<file path="src/rtl/mem_req_arbiter.sv">
`default_nettype none
// ============================================================================
// Module   : mem_req_arbiter
// Purpose  : Merges an instruction request port (s0, read-only) and a data
//            request port (s1) onto one req/gnt/valid memory port. Requests
//            are arbitrated round-robin or with fixed data-port priority.
//            Up to MAX_OUTSTANDING granted transactions are tracked in a
//            1-bit ID FIFO so in-order responses reach the port that issued
//            them.
// Ports    : clk_i, rst_ni          clock, synchronous active-low reset
//            s0_*                   instruction requester (req/addr in,
//                                   gnt/valid/rdata/error out)
//            s1_*                   data requester (adds we/wdata/be)
//            m_*                    merged downstream port
//            spurious_o             sticky: response seen with nothing
//                                   outstanding
// Revision : 1.0  initial release
// ============================================================================
module mem_req_arbiter #(
  parameter int unsigned ADDR_WIDTH      = 32,
  parameter int unsigned DATA_WIDTH      = 32,
  parameter int unsigned MAX_OUTSTANDING = 2,
  parameter bit          FIXED_PRIO      = 1'b0
) (
  input  logic                    clk_i,
  input  logic                    rst_ni,
  // instruction port
  input  logic                    s0_req_i,
  input  logic [ADDR_WIDTH-1:0]   s0_addr_i,
  output logic                    s0_gnt_o,
  output logic                    s0_valid_o,
  output logic [DATA_WIDTH-1:0]   s0_rdata_o,
  output logic                    s0_error_o,
  // data port
  input  logic                    s1_req_i,
  input  logic [ADDR_WIDTH-1:0]   s1_addr_i,
  input  logic                    s1_we_i,
  input  logic [DATA_WIDTH-1:0]   s1_wdata_i,
  input  logic [DATA_WIDTH/8-1:0] s1_be_i,
  output logic                    s1_gnt_o,
  output logic                    s1_valid_o,
  output logic [DATA_WIDTH-1:0]   s1_rdata_o,
  output logic                    s1_error_o,
  // merged port
  output logic                    m_req_o,
  output logic [ADDR_WIDTH-1:0]   m_addr_o,
  output logic                    m_we_o,
  output logic [DATA_WIDTH-1:0]   m_wdata_o,
  output logic [DATA_WIDTH/8-1:0] m_be_o,
  input  logic                    m_gnt_i,
  input  logic                    m_valid_i,
  input  logic [DATA_WIDTH-1:0]   m_rdata_i,
  input  logic                    m_error_i,
  output logic                    spurious_o
);

  localparam int unsigned PTR_W = (MAX_OUTSTANDING > 1) ? $clog2(MAX_OUTSTANDING) : 1;
  localparam int unsigned CNT_W = $clog2(MAX_OUTSTANDING + 1);
  localparam logic [CNT_W-1:0] MAX_CNT  = CNT_W'(MAX_OUTSTANDING);
  localparam logic [PTR_W-1:0] LAST_PTR = PTR_W'(MAX_OUTSTANDING - 1);

  // ID FIFO: each entry records which port issued the transaction
  logic [MAX_OUTSTANDING-1:0] fifo_q, fifo_d;
  logic [PTR_W-1:0]           wr_ptr_q, wr_ptr_d;
  logic [PTR_W-1:0]           rd_ptr_q, rd_ptr_d;
  logic [CNT_W-1:0]           count_q, count_d;
  // stalled-request lock and arbitration state
  logic                       lock_q, lock_d;
  logic                       locked_id_q, locked_id_d;
  logic                       rr_q, rr_d;       // port favoured on a tie
  logic                       spurious_q, spurious_d;

  logic any_req, full, empty, sel, accept, pop, head;

  // Pointer increment that wraps at MAX_OUTSTANDING even when it is not a
  // power of two in the pointer width (e.g. MAX_OUTSTANDING = 1).
  function automatic logic [PTR_W-1:0] ptr_inc(input logic [PTR_W-1:0] p);
    return (p == LAST_PTR) ? '0 : p + PTR_W'(1);
  endfunction

  always_comb begin
    any_req = s0_req_i | s1_req_i;
    full    = (count_q == MAX_CNT);
    empty   = (count_q == '0);
    m_req_o = any_req & ~full;

    // A stalled request keeps its port until accepted.
    if (lock_q) begin
      sel = locked_id_q;
    end else if (s0_req_i && s1_req_i) begin
      sel = FIXED_PRIO ? 1'b1 : rr_q;
    end else begin
      sel = s1_req_i;
    end

    accept = m_req_o & m_gnt_i;
    pop    = m_valid_i & ~empty;
    head   = fifo_q[rd_ptr_q];

    // Payload is driven only while a request is presented; port 0 is
    // read-only so its write fields are forced to zero.
    m_addr_o  = '0;
    m_we_o    = 1'b0;
    m_wdata_o = '0;
    m_be_o    = '0;
    if (m_req_o) begin
      m_addr_o = sel ? s1_addr_i : s0_addr_i;
      if (sel) begin
        m_we_o    = s1_we_i;
        m_wdata_o = s1_wdata_i;
        m_be_o    = s1_be_i;
      end
    end

    s0_gnt_o   = accept & ~sel;
    s1_gnt_o   = accept &  sel;
    s0_valid_o = pop & ~head;
    s1_valid_o = pop &  head;
    s0_error_o = pop & ~head & m_error_i;
    s1_error_o = pop &  head & m_error_i;
    s0_rdata_o = pop ? m_rdata_i : '0;
    s1_rdata_o = pop ? m_rdata_i : '0;
    spurious_o = spurious_q;
  end

  // Next-state logic
  always_comb begin
    fifo_d      = fifo_q;
    wr_ptr_d    = wr_ptr_q;
    rd_ptr_d    = rd_ptr_q;
    count_d     = count_q;
    lock_d      = lock_q;
    locked_id_d = locked_id_q;
    rr_d        = rr_q;
    spurious_d  = spurious_q | (m_valid_i & empty);

    if (accept) begin
      fifo_d[wr_ptr_q] = sel;
      wr_ptr_d         = ptr_inc(wr_ptr_q);
      rr_d             = ~sel;
      lock_d           = 1'b0;
    end else if (m_req_o) begin
      lock_d      = 1'b1;
      locked_id_d = sel;
    end

    if (pop) begin
      rd_ptr_d = ptr_inc(rd_ptr_q);
    end

    // Simultaneous push and pop leave the occupancy unchanged.
    case ({accept, pop})
      2'b10:   count_d = count_q + CNT_W'(1);
      2'b01:   count_d = count_q - CNT_W'(1);
      default: count_d = count_q;
    endcase
  end

  always_ff @(posedge clk_i) begin
    if (!rst_ni) begin
      fifo_q      <= '0;
      wr_ptr_q    <= '0;
      rd_ptr_q    <= '0;
      count_q     <= '0;
      lock_q      <= 1'b0;
      locked_id_q <= 1'b0;
      rr_q        <= 1'b0;
      spurious_q  <= 1'b0;
    end else begin
      fifo_q      <= fifo_d;
      wr_ptr_q    <= wr_ptr_d;
      rd_ptr_q    <= rd_ptr_d;
      count_q     <= count_d;
      lock_q      <= lock_d;
      locked_id_q <= locked_id_d;
      rr_q        <= rr_d;
      spurious_q  <= spurious_d;
    end
  end

endmodule
`default_nettype wire
</file>
<file path="config.mk">
export PLATFORM = sky130hd
export DESIGN_NAME = mem_req_arbiter
export DESIGN_NICKNAME = d
export VERILOG_FILES = /design/src/rtl/mem_req_arbiter.sv
export SDC_FILE = /design/constraint.sdc
export NUM_CORES = 1
export LEC_CHECK = 0
export BUFFER_PORTS_ARGS = -buffer_cell sky130_fd_sc_hd__buf_2
export CAP_MARGIN = 20
export CORE_AREA = 2 2 110 112
export DETAILED_ROUTE_END_ITERATION = 8
export DIE_AREA = 0 0 112 114
export HOLD_SLACK_MARGIN = 0.06
export REMOVE_ABC_BUFFERS = 1
export SETUP_SLACK_MARGIN = 0.15
export SLEW_MARGIN = 20
export SYNTH_ARGS = -nofsm -noshare
export SYNTH_HDL_FRONTEND = slang
export SYNTH_SLANG_ARGS = --single-unit
</file>
<file path="constraint.sdc">
create_clock -name clk_i -period 2.45 [get_ports clk_i]
set_input_delay 0.245 -clock clk_i [delete_from_list [all_inputs] [get_ports clk_i]]
set_output_delay 0.245 -clock clk_i [all_outputs]
set_load 0.02 [all_outputs]
</file>
==> results.txt, run 1 <==
TritonCTS built the clock tree. The instance count of the mapped netlist is around 290. The instance count after placement with tap cells included is 655. The most frequent cell after synthesis is sky130_fd_sc_hd__nand3_1.

The fraction of the core area covered by cells at the end of the flow is 0.284. The final-report hold violation count came out at 0. Together, buffers and inverters on the worst path number 2.

The global-route usage over all layers came out at 0.113. The final setup skew came out at 0.00589 ns. The number of antenna violations at the first check in global routing came out at 0.

In the synthesized netlist, the cells that appear most often are sky130_fd_sc_hd__nand3_1 (65), sky130_fd_sc_hd__and3_1 (38), sky130_fd_sc_hd__buf_4 (37), sky130_fd_sc_hd__and2_1 (35), sky130_fd_sc_hd__mux2i_1 (33). The maximum fanout along the worst path came out at 43. The number of cells upsized or downsized after cts is 0. The largest total area in the synthesized netlist belongs to sky130_fd_sc_hd__mux2i_1. The root buffer cell chosen for the clock tree is sky130_fd_sc_hd__clkbuf_16. The distinct cell type count after synthesis came out at 31. The starting utilization of the core area came out at 0.172. The count of placed standard cells in the final layout, fillers left out came out at ~660. The worst setup path is launched from a register. The path type of the worst setup path is reg -> out. Detailed placement ended at an HPWL of 6630 um. The layout cell share with drive strength beyond 1 came out at 0.574. The later-pin clock latency in the skew report came out at 0.24 ns.

For the worst setup path, the data arrival time is 1.78 ns. The count of standard-cell rows came out at 40. The top achievable clock speed is 0.493 GHz. The flow ran to the end, and the final reports show no timing, DRC or antenna violations. The first global-routing pass estimated between 10000 and 15000 um of wire. The ratio of total power to cell area is 745 mW/mm^2.

Setup repair after global routing left no endpoint under its margin. In this run the post-CTS setup repair buffer count came out at 0. Across the VDD grid, the largest voltage drop is roughly 290 uV.

The maximum clock insertion buffer count is 2. The predominant post-synthesis flop cell is sky130_fd_sc_hd__dfxtp_1. In the finished design, the share of the clock period the worst path needs comes to 0.827. Counting flops with a built-in enable in the synthesized netlist gives 0. The number of sinks handled by clock tree synthesis came out at 10. The actual transition at the worst max-transition pin came out at 0.629 ns. The sequential area share after synthesis is 0.0994. Across all hold checks on the routed design, the worst slack comes to 0.251 ns. Yosys printed 0 warnings. The I/O pin count came out at 281.

The type of the worst min-delay path is in -> reg. The largest stage delay on the critical path is 0.43 ns. For the worst setup path, the data required time is 2.20 ns. The number of cells on the worst reg-to-reg path is 5.

The setup TNS came out at 0 ns. In this run the number of cells on the critical path is 5. The cell count of the worst hold path is 3.

By area the synthesized netlist is led by sky130_fd_sc_hd__mux2i_1 (16%), sky130_fd_sc_hd__nand3_1 (16%), sky130_fd_sc_hd__buf_4 (14%). The number of pins exceeding their max-slew limit in the final report came to 0. Traced cell by cell, the critical path runs through nand2b_2, nand2_2, inv_2, and3_1, buf_2. The total detailed-routing wirelength came out at between 8000 and 9000 um. The cell family with the largest share of critical-path delay is simple AND/OR/NAND/NOR gates. The number of clock buffers added by TritonCTS is 3. The antenna violation net count after detailed routing came out at 0. Among all stages on the critical path, the largest delay is contributed by sky130_fd_sc_hd__dfxtp_1. The critical path startpoint is count_q[0]. The floorplan step set the die height to 114 um. After the last flow step, the layout net total stands at 654. The total via count in the routed design came out at 2819.

The cell area after synthesis is 0.00201 mm^2. The iteration-0 DRC count of the detailed router is 64. The share of Yosys cell area claimed by the top area cell type came out at 0.164. The number of hold buffers added after CTS came out at 0. The CTS H-tree depth is 1. The synthesis-to-finish area growth came out at 65.2%. The routability congestion estimate came out at about 0.8. The per-instance average area after synthesis came out at 7.02 um^2. The total design power is 2.48 mW. In the routed design, unresolved DRC markers number 0. The count of TritonRoute iterations in the first routing pass came out at 4.

The die boundary width is 112 um. The share of synthesized flip-flops with an asynchronous set or reset came out at 0. The floorplan die area came out at 0.0128 mm^2. The floorplan step defined a core boundary enclosing 0.0117 mm^2.

Setup violations remaining at the end of the flow were counted as 0. Across the run, the number of max-cap violations was 0. The final global-route overflow total is 0. The leakage power is 2.29 nW.

Synthesis inferred 10 register bits. The worst path in the final design needs a cycle of 2.03 ns, including I/O delays and setup. The relative slew slack is 0.580.

The number of global-route vias before repair is 2282. The wire length per cell came out at between 10 and 15 um. The total inserted antenna cells came out at 0. The per-cell via count in the routed design came out at ~4.3. After clock tree synthesis, the clock-pin slew on the worst setup and hold paths is 0.04 ns. The count of buffers added on input and output ports is 280. The worst setup path is captured at an output port. The worst register-to-register path begins at count_q[0]. The pin count of the biggest net entering global routing came out at 66. In this run the most critical hold path is launched from m_valid_i.
[power by group]
group / total [mW] / internal (mW) / switching (mW) / leakage [nW]
combinational: 1.91 / 0.706 / 1.21 / 2.16
clock: 0.322 / 0.245 / 0.0768 / 0.0442
sequential: 0.241 / 0.204 / 0.0370 / 0.0826
total: 2.48 / 1.16 / 1.32 / 2.29
[kinds of logic (layout without fill, tap and decap cells)]
group                      after synthesis  count (layout)  share of synthesized area
AOI/OAI and AO/OA                       16              16                     0.0584
and+or+nand+nor                        157             157                      0.435
buffers and inverters                   67             292                      0.224
adders and majority gates                1               1                    0.00621
xor gates and xnor gates                 3               3                     0.0130
DFF                                     10              10                     0.0994
muxes                                   33              33                      0.164
[layer usage]
| metal | global-route usage | up-vias | wire length, um |
|---|---|---|---|
| li1 | - | 1423 | - |
| met1 | 0.142 | 1241 | 3440 |
| met2 | 0.205 | 153 | 4030 |
| met3 | 0.0223 | 2 | 669 |
| met4 | 0.0171 | 0 | 40 |
| met5 | 0 | - | 0 |
[through the flow]
stage,setup slack [ns],instance area (um^2)
finish,0.423,3330
global route,0.278,3330
CTS,0.424,3330
detailed placement,0.650,3240
global placement,0.653,3240
floorplan,-0.552,1570
[cell type report]
cell class                      count  area [um^2]
Timing Repair Buffer              285         1480
Clock buffer                        4         88.8
Multi-Input combinational cell    210         1370
Sequential cell                    10          200
Tap cell                          147          184
Inverter                            3         11.3
Fill cell                        1287         8380
[final timing paths]
kind                                      end  slack, ns
worst max register to register     count_q[1]       0.65
worst min register to register     spurious_o       0.46
worst min-delay path               spurious_o       0.25
worst max-delay path            m_wdata_o[14]       0.42
[flip-flops by register name, indices dropped and copies added, names as in the netlist]
name         count
rr_q             1
fifo_q           2
rd_ptr_q         1
spurious_o       1
count_q          2
lock_q           1
wr_ptr_q         1
locked_id_q      1
[worst min-delay path: stages]
cell and delay, ns:
sky130_fd_sc_hd__buf_2 0.09, sky130_fd_sc_hd__a21oi_1 0.05, sky130_fd_sc_hd__nor2_1 0.07
[placed cells by master, fill, tap and decap left out, types with 2 or more instances in the layout]
master,instances
sky130_fd_sc_hd__nand3_1,65
sky130_fd_sc_hd__buf_2,280
sky130_fd_sc_hd__a21oi_1,2
sky130_fd_sc_hd__xnor2_1,2
sky130_fd_sc_hd__nand2_1,2
sky130_fd_sc_hd__a311oi_1,3
sky130_fd_sc_hd__dfxtp_1,10
sky130_fd_sc_hd__and2_1,35
sky130_fd_sc_hd__a31oi_1,3
sky130_fd_sc_hd__nor2b_1,4
sky130_fd_sc_hd__inv_1,2
sky130_fd_sc_hd__buf_4,2
sky130_fd_sc_hd__clkbuf_16,3
sky130_fd_sc_hd__nor2_1,8
sky130_fd_sc_hd__and3_1,38
sky130_fd_sc_hd__mux2i_1,33
sky130_fd_sc_hd__buf_12,3
(Power assumes the default switching activity.)
==> inputs of run 2 (changes only) <==
--- a/config.mk
+++ b/config.mk
@@ -5,11 +5,12 @@
 export SDC_FILE = /design/constraint.sdc
 export NUM_CORES = 1
 export LEC_CHECK = 0
+export ABC_AREA = 1
 export BUFFER_PORTS_ARGS = -buffer_cell sky130_fd_sc_hd__buf_2
 export CAP_MARGIN = 20
-export CORE_AREA = 2 2 110 112
+export CORE_AREA = 2 2 108 110
 export DETAILED_ROUTE_END_ITERATION = 8
-export DIE_AREA = 0 0 112 114
+export DIE_AREA = 0 0 110 112
 export HOLD_SLACK_MARGIN = 0.06
 export REMOVE_ABC_BUFFERS = 1
 export SETUP_SLACK_MARGIN = 0.15
==> constraint.sdc (replaced) <==
create_clock -name clk_i -period 1.65 [get_ports clk_i]
set_input_delay 0.165 -clock clk_i [delete_from_list [all_inputs] [get_ports clk_i]]
set_output_delay 0.165 -clock clk_i [all_outputs]
set_load 0.02 [all_outputs]
==> run 2 against run 1 <==
First-iteration DRC count up 120%. Sequential power up 40%. Register-to-register slack worse by 0.51 ns. Combinational power up 76%. Global-route usage up 3.5 points. Synthesized area up 0.56%. Wire length up 39%. Setup slack worse by 0.40 ns. Clock skew about the same. Hold slack worse by 0.098 ns.
==> results.txt, run 2 <==
The flow ran to the end, and the final reports show no timing, DRC or antenna violations. The number of pins exceeding their max-slew limit in the final report came out at 0 (unchanged). The per-cell via count in the routed design came to 4.10 (-4.1%).

The internal power summed over all cells is 2.23 mW (+93%). The total via count in the routed design came out at 3184 (+13%). The data required time at the worst endpoint came out at 1.48 ns (-0.72 ns). The core footprint came out at 0.0112 mm^2 (-4.6%).

The I/O pin count is 281 (unchanged). The actual transition at the worst max-transition pin is 0.174 ns (-0.456 ns). On the critical path the largest part of the delay comes from buffers and inverters. The worst register-to-register path ends at count_q[1]. The instance count after placement with tap cells included came out at 745 (+14%).

The final design area excluding fillers came out at 0.00511 mm^2 (+54%). The sum of net half-perimeters after detailed placement came out at 7870 um (+19%). The floorplan die area is 0.0123 mm^2 (-3.5%). Traced cell by cell, the critical path runs through buf_12, o21ai_4, buf_6, clkbuf_16, nor2_1, buf_2. The part of the power in combinational logic is 0.802 (+0.030).

The synthesis-to-finish area growth came out at 152%. The wire length per cell came out at 14.6 um (+18%). In this run the worst setup path begins at count_q[0].

Ranked by instance count, the synthesized netlist is headed by sky130_fd_sc_hd__nor2_1 (120), sky130_fd_sc_hd__inv_1 (77), sky130_fd_sc_hd__buf_4 (36), sky130_fd_sc_hd__nor2_4 (30), sky130_fd_sc_hd__o21ai_1 (29). Static timing analysis puts the maximum clock frequency at around 0.6 GHz. The pin count of the biggest net entering global routing came out at 39 (-41%).

The flip-flop and latch area was 211 um^2 (+5.6%). The cell area after synthesis is 0.00203 mm^2 (+0.56%). The cell type with the largest total area after synthesis is sky130_fd_sc_hd__nor2_1. The number of setup violations in the final report came out at 0 (unchanged).

The flop-to-flop setup slack is 0.14 ns (-0.51 ns). The iteration-0 DRC count of the detailed router is 139 (+120%). The quantity of I/O buffers inserted on ports is 280 (unchanged). The leakage power came out at 2.75 nW (+20%). For hold timing, the worst endpoint is lock_q. The global-route usage over all layers came to 0.148 (+0.0350).

The number of enable-type register cells in the synthesized netlist is 0 (unchanged). The share of Yosys cell area claimed by the top area cell type is 0.222 (+0.0584). The count of standard-cell rows came out at 39 (-2.5%). The number of hold buffers added after CTS is 0 (unchanged). The final net count was 775 (+19%). The total of flip-flops plus latches after synthesis came to 10 (unchanged).

The distinct cell type count after synthesis was 22 (-29%). The die boundary width is 110 um (-1.8%). The per-instance average area after synthesis came out at 5.64 um^2 (-20%). The post-place instance area is 0.00340 mm^2 (+5.0%). The later-pin clock latency in the skew report is 0.24 ns (about the same). The total detailed-routing wirelength is 11400 um (+39%).

The maximum clock insertion buffer count came out at 2 (unchanged). The number of antenna violations at the first check in global routing is 0 (unchanged). The type of the worst min-delay path is in -> reg.

The share of power burned in the clock network came to 0.118 (-0.012). The launch point of the worst hold path is m_gnt_i. The kind of launch point of the worst setup path is a register. Setup repair after global routing could not meet its margin everywhere.

The fraction of the core area covered by cells at the end of the flow is 0.457 (+0.173). The startpoint identified for the worst register-to-register timing path is count_q[0]. The count of placed standard cells in the final layout, fillers left out is 776 (+18%). The starting utilization of the core area is 0.181 (+0.00927). The share of synthesized flip-flops with an asynchronous set or reset came to 0 (unchanged).

The standard cell with the maximum stage delay on the critical path is sky130_fd_sc_hd__dfxtp_4. The final-report hold violation count was 0 (unchanged). The count of TritonRoute iterations in the first routing pass came to 4 (unchanged).

The CTS buffer count is 3 (unchanged). The data arrival time of the critical path is 1.47 ns (-0.31 ns). The worst ir drop on vdd came out at 570 uV (+98%). The number of cell instances on the worst register-to-register path came to 9 (+4).

The sum of buffers and inverters on the critical path came to 4 (+2). The clock-pin slew of the registers on the worst-case setup and hold paths came out at 0.04 ns (about the same). The number of sinks handled by clock tree synthesis came to 10 (unchanged). The path type of the worst setup path is reg -> out. The footprint of the multi-input gates came to 0.00161 mm^2 (+18%). STA classifies the critical path endpoint as an output port. The largest stage delay on the critical path came out at 0.36 ns (-0.07 ns).

The CTS H-tree depth was 1 (unchanged). The final setup skew came out at 0.00613 ns (+0.000238 ns). The net switching power was 1.96 mW (+49%).

The largest registers in the layout are count_q (2), fifo_q (2). The number of synthesis warnings is 0 (unchanged). The final global-route overflow total came out at 0 (unchanged). The antenna violation net count after detailed routing is 0 (unchanged).

The layout cell share with drive strength beyond 1 came out at 0.690 (+0.116). The total inserted antenna cells is 0 (unchanged). The post-detailed-route DRC marker count came out at 0 (unchanged). The maximum fanout along the worst path is 9 (-79%). The cell count of the worst hold path came out at 2 (-1).

The sequential fraction of design power came out at 0.080 (-0.017). The sequential area share after synthesis is 0.0988 (-0.000552). The root buffer cell is sky130_fd_sc_hd__clkbuf_16. The fill cell instance count of the final layout came out at 1076 (-16%).

The wire length of the first global-routing pass is 13900 um (+18%). Yosys attributes the largest share of cell area to sky130_fd_sc_hd__nor2_1 (22%), sky130_fd_sc_hd__nor2_4 (17%), sky130_fd_sc_hd__inv_1 (14%). The ratio of total power to cell area is 821 mW/mm^2 (+10%). The fraction of power spent switching nets came out at 0.469 (-0.0646).

The height of the die is 112 um (-1.8%). sky130_fd_sc_hd__nor2_1 is the most common cell in the netlist. The predominant post-synthesis flop cell is sky130_fd_sc_hd__dfxtp_1. The routability congestion estimate came to 0.762 (-6.6%).

The number of max-cap violations came out at 0 (unchanged). The clock tree from TritonCTS is done. The total design power was 4.19 mW (+69%). The instance count of the mapped netlist came to 359 (+25%). The number of global-route vias before repair came out at 2730 (+20%). In the layout the commonest cells are sky130_fd_sc_hd__buf_2 (153), sky130_fd_sc_hd__buf_6 (99), sky130_fd_sc_hd__nor2_1 (78), sky130_fd_sc_hd__inv_1 (74), sky130_fd_sc_hd__nor2_4 (67). The post-route clock period utilization came out at 0.989. The final period demand of the worst path is approximately 1.6 ns. The relative slew slack is 0.883 (+0.303). The most common cell after layout, fill and taps aside is sky130_fd_sc_hd__buf_2.
## run 2: per-layer routing
metal | vias up | part of all wire | track usage
met3 | 9 | 0.093 | 0.0357
met4 | 0 | 0.011 | 0.0338
met2 | 181 | 0.55 | 0.290
met5 | - | 0 | 0
met1 | 1428 | 0.34 | 0.154
li1 | 1566 | - | -
## run 2: power by group through the flow
stage | logic (mW) | registers, mW | clock network [mW]
after floorplan | 1.23 | 0.315 | 0
after global placement | 2.10 | 0.317 | 0
after detailed placement | 2.10 | 0.317 | 0
after CTS | 2.62 | 0.328 | 0.498
after global routing | 3.55 | 0.344 | 0.511
final | 3.36 | 0.337 | 0.493
## run 2: through the flow
step / TNS [ns] / setup WS, ns / hold slack, ns
after global placement: 0 / 0.0731 / 0.415
final: 0 / 0.0187 / 0.154
after floorplan: -50.51 / -1.01 / 0.254
after global routing: -0.268 / -0.0450 / 0.159
after detailed placement: 0 / 0.0612 / 0.422
after CTS: 0 / 0.00299 / 0.157
## run 2: cell families (layout without fill, tap and decap cells)
group / Yosys count / in the layout / synth area share
DFF: 10 / 10 / 0.0988
adders and majority gates: 1 / 1 / 0.00618
AOI/OAI and AO/OA: 47 / 47 / 0.117
and+or+nand+nor: 171 / 171 / 0.448
buffers and inverters: 130 / 404 / 0.330
## run 2: layout make-up
cell class,instances,area share
repair buffers,319,0.528
inverters,81,0.0639
multi-input cells,219,0.314
well taps,143,0.0350
flip-flops and latches,10,0.0414
clock buffers,4,0.0174
## run 2: worst max path at each step
stage                     slack (ns)             end  cells past startpoint
final                           0.02  s1_rdata_o[21]                      6
after global routing           -0.04    m_addr_o[13]                      9
after CTS                      0.003    m_addr_o[17]                      9
after detailed placement        0.06    m_addr_o[31]                      7
after global placement          0.07     m_addr_o[9]                      8
after floorplan                -1.01      count_q[1]                      8
## run 2: timing repair
action,4_1_cts,5_1_grt
setup endpoints to repair,140,98
buffers inserted,11,6
gates resized for setup,154,227
cloned,4,6
pin swaps,7,19
